--- config.mk ---
export PLATFORM = sky130hd
export DESIGN_NAME = ex_stage
export DESIGN_NICKNAME = d
export VERILOG_FILES = /design/src/rtl/ex_stage_pkg.sv /design/src/rtl/div_iter.sv /design/src/rtl/ex_stage.sv
export SDC_FILE = /design/constraint.sdc
export NUM_CORES = 1
export LEC_CHECK = 0
export CAP_MARGIN = 20
export CORE_MARGIN = 5
export CORE_UTILIZATION = 45
export DETAILED_ROUTE_END_ITERATION = 7
export GPL_ROUTABILITY_DRIVEN = 1
export PLACE_DENSITY = 0.83
export SETUP_SLACK_MARGIN = 0.4
export SYNTH_ARGS = -nofsm -noshare
export SYNTH_HDL_FRONTEND = slang
export SYNTH_HIERARCHICAL = 1
export SYNTH_SLANG_ARGS = --single-unit
--- constraint.sdc ---
create_clock -name clk -period 4.9 [get_ports clk]
set_input_delay 0.98 -clock clk [delete_from_list [all_inputs] [get_ports clk]]
set_output_delay 0.98 -clock clk [all_outputs]
set_load 0.03 [all_outputs]
--- src/rtl/ex_stage_pkg.sv ---
// ex_stage_pkg: shared widths, stall encoding and divider state encodings for the EX stage
package ex_stage_pkg;
  localparam int ID_TO_EX_WD  = 159;
  localparam int EX_TO_MEM_WD = 141;
  localparam int EX_TO_RF_WD  = 38;
  localparam int StallBus     = 6;
  localparam logic Stop   = 1'b1;
  localparam logic NoStop = 1'b0;
  typedef enum logic [1:0] {DIV_IDLE = 2'd0, DIV_BUSY = 2'd1, DIV_DONE = 2'd2} div_state_e;
  function automatic logic [31:0] neg_if(input logic [31:0] x, input logic n);
    return n ? -x : x;
  endfunction
endpackage

--- src/rtl/div_iter.sv ---
// div_iter: iterative 32-bit restoring divider (signed/unsigned) with IDLE/BUSY/DONE control
module div_iter import ex_stage_pkg::*; (
  input  logic        clk,
  input  logic        rst,
  input  logic        start_i,
  input  logic        signed_i,
  input  logic        adv_i,
  input  logic [31:0] a_i,
  input  logic [31:0] b_i,
  output logic        busy_o,
  output logic        done_o,
  output logic [31:0] hi_o,
  output logic [31:0] lo_o
);
  div_state_e state_q, state_d;
  logic [4:0] cnt_q;
  logic [31:0] r_q, q_q, d_q;
  logic negq_q, negr_q, dz, go, ge;
  logic [32:0] rs;
  assign dz = b_i == '0;
  assign go = state_q == DIV_IDLE && start_i;
  assign rs = {r_q, q_q[31]};
  assign ge = rs >= {1'b0, d_q};
  always_ff @(posedge clk) state_q <= rst ? DIV_IDLE : state_d;
  always_comb
    state_d = state_q == DIV_IDLE ? (start_i ? (dz ? DIV_DONE : DIV_BUSY) : DIV_IDLE) :
              state_q == DIV_BUSY ? (cnt_q == 5'd31 ? DIV_DONE : DIV_BUSY) :
              (adv_i ? DIV_IDLE : DIV_DONE);
  always_comb begin
    busy_o = go || state_q == DIV_BUSY;
    done_o = state_q == DIV_DONE;
    hi_o   = neg_if(r_q, negr_q);
    lo_o   = neg_if(q_q, negq_q);
  end
  // divide-by-zero preloads the architectural result so DONE needs no special case
  always_ff @(posedge clk)
    if (rst) begin
      cnt_q  <= '0;
      r_q    <= '0;
      q_q    <= '0;
      d_q    <= '0;
      negq_q <= 1'b0;
      negr_q <= 1'b0;
    end else if (go) begin
      cnt_q  <= '0;
      r_q    <= dz ? a_i : '0;
      q_q    <= dz ? '1 : neg_if(a_i, signed_i & a_i[31]);
      d_q    <= neg_if(b_i, signed_i & b_i[31]);
      negq_q <= ~dz & signed_i & (a_i[31] ^ b_i[31]);
      negr_q <= ~dz & signed_i & a_i[31];
    end else if (state_q == DIV_BUSY) begin
      cnt_q <= cnt_q + 5'd1;
      r_q   <= ge ? rs[31:0] - d_q : rs[31:0];
      q_q   <= {q_q[30:0], ge};
    end
endmodule

--- src/rtl/ex_stage.sv ---
// ex_stage: EX pipeline stage (input register, ALU, data SRAM request, forwarding)
// Optional iterative divider enabled with `define EX_DIV_EN
module ex_stage import ex_stage_pkg::*; (
  input  logic                    clk,
  input  logic                    rst,
  input  logic [StallBus-1:0]     stall,
  input  logic [ID_TO_EX_WD-1:0]  id_to_ex_bus,
  output logic [EX_TO_MEM_WD-1:0] ex_to_mem_bus,
  output logic [EX_TO_RF_WD-1:0]  ex_to_rf_bus,
  output logic                    data_sram_en,
  output logic [3:0]              data_sram_wen,
  output logic [31:0]             data_sram_addr,
  output logic [31:0]             data_sram_wdata,
  output logic                    stallreq_for_ex
);
  logic [ID_TO_EX_WD-1:0] ex_q, ex_d;
  logic [31:0] pc, inst, data1, data2, src1, src2, imm_s, sra_r, ex_result, hi, lo;
  logic [11:0] op;
  logic [2:0] s1;
  logic [3:0] s2, ram_wen;
  logic [4:0] rf_waddr;
  logic ram_en, rf_we, sel_rf_res, hilo_we, unused;
  always_comb
    ex_d = (stall[2] == Stop && stall[3] == NoStop) ? '0 : stall[2] == NoStop ? id_to_ex_bus : ex_q;
  always_ff @(posedge clk) ex_q <= rst ? '0 : ex_d;
  assign {pc, inst, op, s1, s2, ram_en, ram_wen, rf_we, rf_waddr, sel_rf_res, data1, data2} = ex_q;
  assign imm_s = {{16{inst[15]}}, inst[15:0]};
  assign sra_r = $signed(src2) >>> src1[4:0];
  always_comb begin
    src1 = s1[0] ? data1 : s1[1] ? pc : s1[2] ? {27'd0, inst[10:6]} : '0;
    src2 = s2[0] ? data2 : s2[1] ? imm_s : s2[2] ? 32'd8 : s2[3] ? {16'd0, inst[15:0]} : '0;
    ex_result = ({32{op[11]}} & (src1 + src2))
              | ({32{op[10]}} & (src1 - src2))
              | ({32{op[9]}}  & {31'd0, $signed(src1) < $signed(src2)})
              | ({32{op[8]}}  & {31'd0, src1 < src2})
              | ({32{op[7]}}  & (src1 & src2))
              | ({32{op[6]}}  & ~(src1 | src2))
              | ({32{op[5]}}  & (src1 | src2))
              | ({32{op[4]}}  & (src1 ^ src2))
              | ({32{op[3]}}  & (src2 << src1[4:0]))
              | ({32{op[2]}}  & (src2 >> src1[4:0]))
              | ({32{op[1]}}  & sra_r)
              | ({32{op[0]}}  & {inst[15:0], 16'd0});
  end
`ifdef EX_DIV_EN
  logic is_div, dv_busy, dv_done;
  logic [31:0] dv_hi, dv_lo;
  assign is_div = inst[31:26] == 6'd0 && inst[5:1] == 5'b01101;
  div_iter u_div (
    .clk,
    .rst,
    .start_i (is_div),
    .signed_i(~inst[0]),
    .adv_i   (stall[2] == NoStop),
    .a_i     (data1),
    .b_i     (data2),
    .busy_o  (dv_busy),
    .done_o  (dv_done),
    .hi_o    (dv_hi),
    .lo_o    (dv_lo)
  );
  assign stallreq_for_ex = dv_busy;
  assign hilo_we = dv_done & is_div;
  assign hi = hilo_we ? dv_hi : '0;
  assign lo = hilo_we ? dv_lo : '0;
`else
  assign stallreq_for_ex = 1'b0;
  assign hilo_we = 1'b0;
  assign hi = '0;
  assign lo = '0;
`endif
  assign unused = ^{stall[5:4], stall[1:0], inst};
  assign data_sram_en    = ram_en;
  assign data_sram_wen   = ram_wen;
  assign data_sram_addr  = data1 + imm_s;
  assign data_sram_wdata = data2;
  assign ex_to_rf_bus  = {rf_we, rf_waddr, ex_result};
  assign ex_to_mem_bus = {pc, ram_en, ram_wen, sel_rf_res, rf_we, rf_waddr, ex_result, hilo_we, hi, lo};
endmodule

==> results.toml <==
[run_status]
outcome = "finished with violations"
violations = "negative setup slack"

[logic_synthesis]
synth_edf_count = 0
syn_area_per_cell_um2 = 7.447
synth_ff_type = "dfxtp_1"
yosys_warnings = 6
ys_seq_area_frac = 0.1610
syn_inst = 2388
ys_ff_latch = 143
synthArstFlopShare = 0
netlist_area_um2 = 17780
synth_top_area_cell = "dfxtp_1"
synth_top_area_frac = 0.1610
ys_types = 104
synthTopCellsByArea = "dfxtp_1, mux2i_1, ha_1"
synth_commonest_cells = "nor2_1, mux2i_1, nand2_1, buf_4, a21oi_1"
yosysMostFrequentCell = "nor2_1"

[sta]
hold_violations = 0
setup_viol = 48
slew_headroom = 0.1239
tightest_slew_ns = 1.312
max_clock_freq_ghz = 0.1866
rsz0062_at_grt = "true"
min_period_ns = 5.360
worst_slack_ns = -0.4602
slew_violations = 0
period_share = 1.094
whs_ns = 0.5338
tns_ns = -12.07
skew_ns = 0

[power_and_ir_drop]
powerDensity_nw_per_um2 = 205.2
ir_drop_mv = 0.2820
comb_power_share = 0.522
switching_share = 0.4143
power.switching_uw = 2280
p_seq_frac = 0.239
intPower_uw = 3222
clkPwrFrac = 0.238
p_leak_uw = 0.01223

[global_route]
grt_first_pass_wirelength_um = 130400
grt_max_degree = 91
antenna_found_initial = 2
grt_pass1_vias = 20670
grt-ovfl-total = 0
grt_usage = 0.3843

[place]
place_inst = 3319
dpl_worst_slack_ns = -0.3628
port_buffers = 329
dpl.hpwl_um = 68380
gp_congestion = 1.072
placed_area_um2 = 23170

[finish]
drive_gt1_frac = 0.3148
instances_no_fill = 3454
nFillCells = 3016
area.growth.synth_to_final_pct = 50.80
top_regs = "ex_q: 143 flops"
nets = 3225
regMostFlops = "ex_q"
stdcell_area_um2 = 26820
largest_reg_flops = 143

[clock_network]
htree_levels = 4
cts_buffer_depth = 2
clkTransAtPathRegs_ns = 0.07
root_buffer = "clkbuf_16"
cts_tree = "built"
clkLatencyLatePin_ns = 0.46
cts_made_buffers = 17
numClockSinks = 143
cts.hold.buffers_added = 0

[critical_path]
crit_chain = "nor2b_4 > buf_4 > buf_4 > a22o_1 > ha_1 > buf_4 > or4_4 > a211o_1 > a21oi_2 > buf_4 > nor3_1 > o31a_1 > xnor2_1 > o221ai_2 > buf_4 > buf_12"
slowest_delay_ns = 0.48
worst_path_most_repeated_cell = "buf_4"
cp.arrival_ns = 4.38
crit_fanout = 15
crit_slowest_cell = "or4_4"
cp.required_ns = 3.92
endpoint_kind = "output port"
crit_type = "flop to output port"
setup.worst_path.start_class = "flop"

[drt]
wl_per_cell_um = 26.15
drc = 0
via_per_inst = 6.185
antenna_left = 0
first_iter_violations = 2361
vias = 21360
finalWirelength_um = 90320
dr.pass1.iters = 7

[floorplanning]
core_um2 = 38920
io_pins = 416
dieArea_um2 = 43600
start_util = 0.4570
rows = 72
die_y_um = 208.8
die-width_um = 208.8

[hold_path]
hold_path.class = "flop to flop"

[flow_run]
drv_cap = 0
[per-layer routing]
| layer | global-route usage | routed length (µm) | vias up |
|---|---|---|---|
| li1 | - | - | 9347 |
| met1 | 0.4815 | 34030 | 10130 |
| met2 | 0.6175 | 40220 | 1531 |
| met3 | 0.08218 | 9622 | 350 |
| met4 | 0.2088 | 6425 | 2 |
| met5 | 0 | 13 | - |
[cell type report]
type / instances / area (µm²) / share of cell area
repair buffers: 789 / 7684 / 0.2865
flip-flops and latches: 143 / 2892 / 0.1078
diodes: 1 / 2.502 / 0.00009331
inverters: 107 / 425.4 / 0.01586
multi-input cells: 1864 / 14600 / 0.5445
clock inverters: 12 / 107.6 / 0.004012
well taps: 518 / 648.1 / 0.02417
clock buffers: 20 / 456.7 / 0.01703
[cells in the final DEF (no fill, tap or decap), drive strengths merged, types with 28 or more instances in the layout]
cell / instances
buf: 526
nor2: 295
mux2i: 253
clkdlybuf4s50: 248
nand2: 208
a21oi: 170
dfxtp: 143
o21ai: 142
ha: 133
inv: 106
conb: 66
xnor2: 54
nand3: 43
a22oi: 38
nor3: 32
a21o: 31
a211oi: 28
[worst max-delay path, delay by kind of cell (launching register included)]
kind	cells	cell delay (ns)
AO/OA/AOI/OAI	5	1.31
adder cells (fa/ha/maj)	1	0.34
AND/OR/NAND/NOR	3	0.74
flip-flops	1	0.35
buffers and inverters	6	1.02
XOR/XNOR	1	0.14
[final timing paths]
path	start	to	slack, ns	cells past startpoint
max	ex_q[81]	ex_to_mem_bus[94]	-0.46	16
min	ex_q[70]	ex_q[70]	0.53	2
max reg2reg	ex_q[93]	ex_q[93]	3.27	2
min reg2reg	ex_q[70]	ex_q[70]	0.53	2
[repair_timing]
action	4_1_cts	5_1_grt
gates resized for setup	388	166
pin swaps	93	78
hold endpoints to repair	0	0
buffers inserted	58	37
gates cloned	5	2
endpoints found under the setup margin	80	80
[power groups by stage]
stage	Sequential [µW]	Clock, µW	Combinational, µW
finish	1320	1310	2870
global route	1320	1360	2980
CTS	1310	1310	2690
detailed placement	1330	0	2440
global placement	1330	0	2420
floorplan	1290	0	1510
[logic make-up (layout without fill, tap and decap cells)]
family	count (synthesis)	in the layout	synth area share
buffers and inverters	446	928	0.1401
multiplexers	273	273	0.1565
adder cells (fa/ha/maj)	136	136	0.09695
AO/OA/AOI/OAI	642	642	0.2444
other	1	67	0.0002109
AND/OR/NAND/NOR	675	675	0.1653
XOR/XNOR	72	72	0.03546
flip-flops	143	143	0.1610
[metrics by stage]
step                        util  total power, µW
final                     0.6891             5502
after global routing      0.6891             5656
after CTS                 0.6628             5311
after detailed placement  0.5953             3775
after global placement    0.5951             3747
after floorplan                -             2794
No activity file was read; power rests on OpenSTA's default activity.
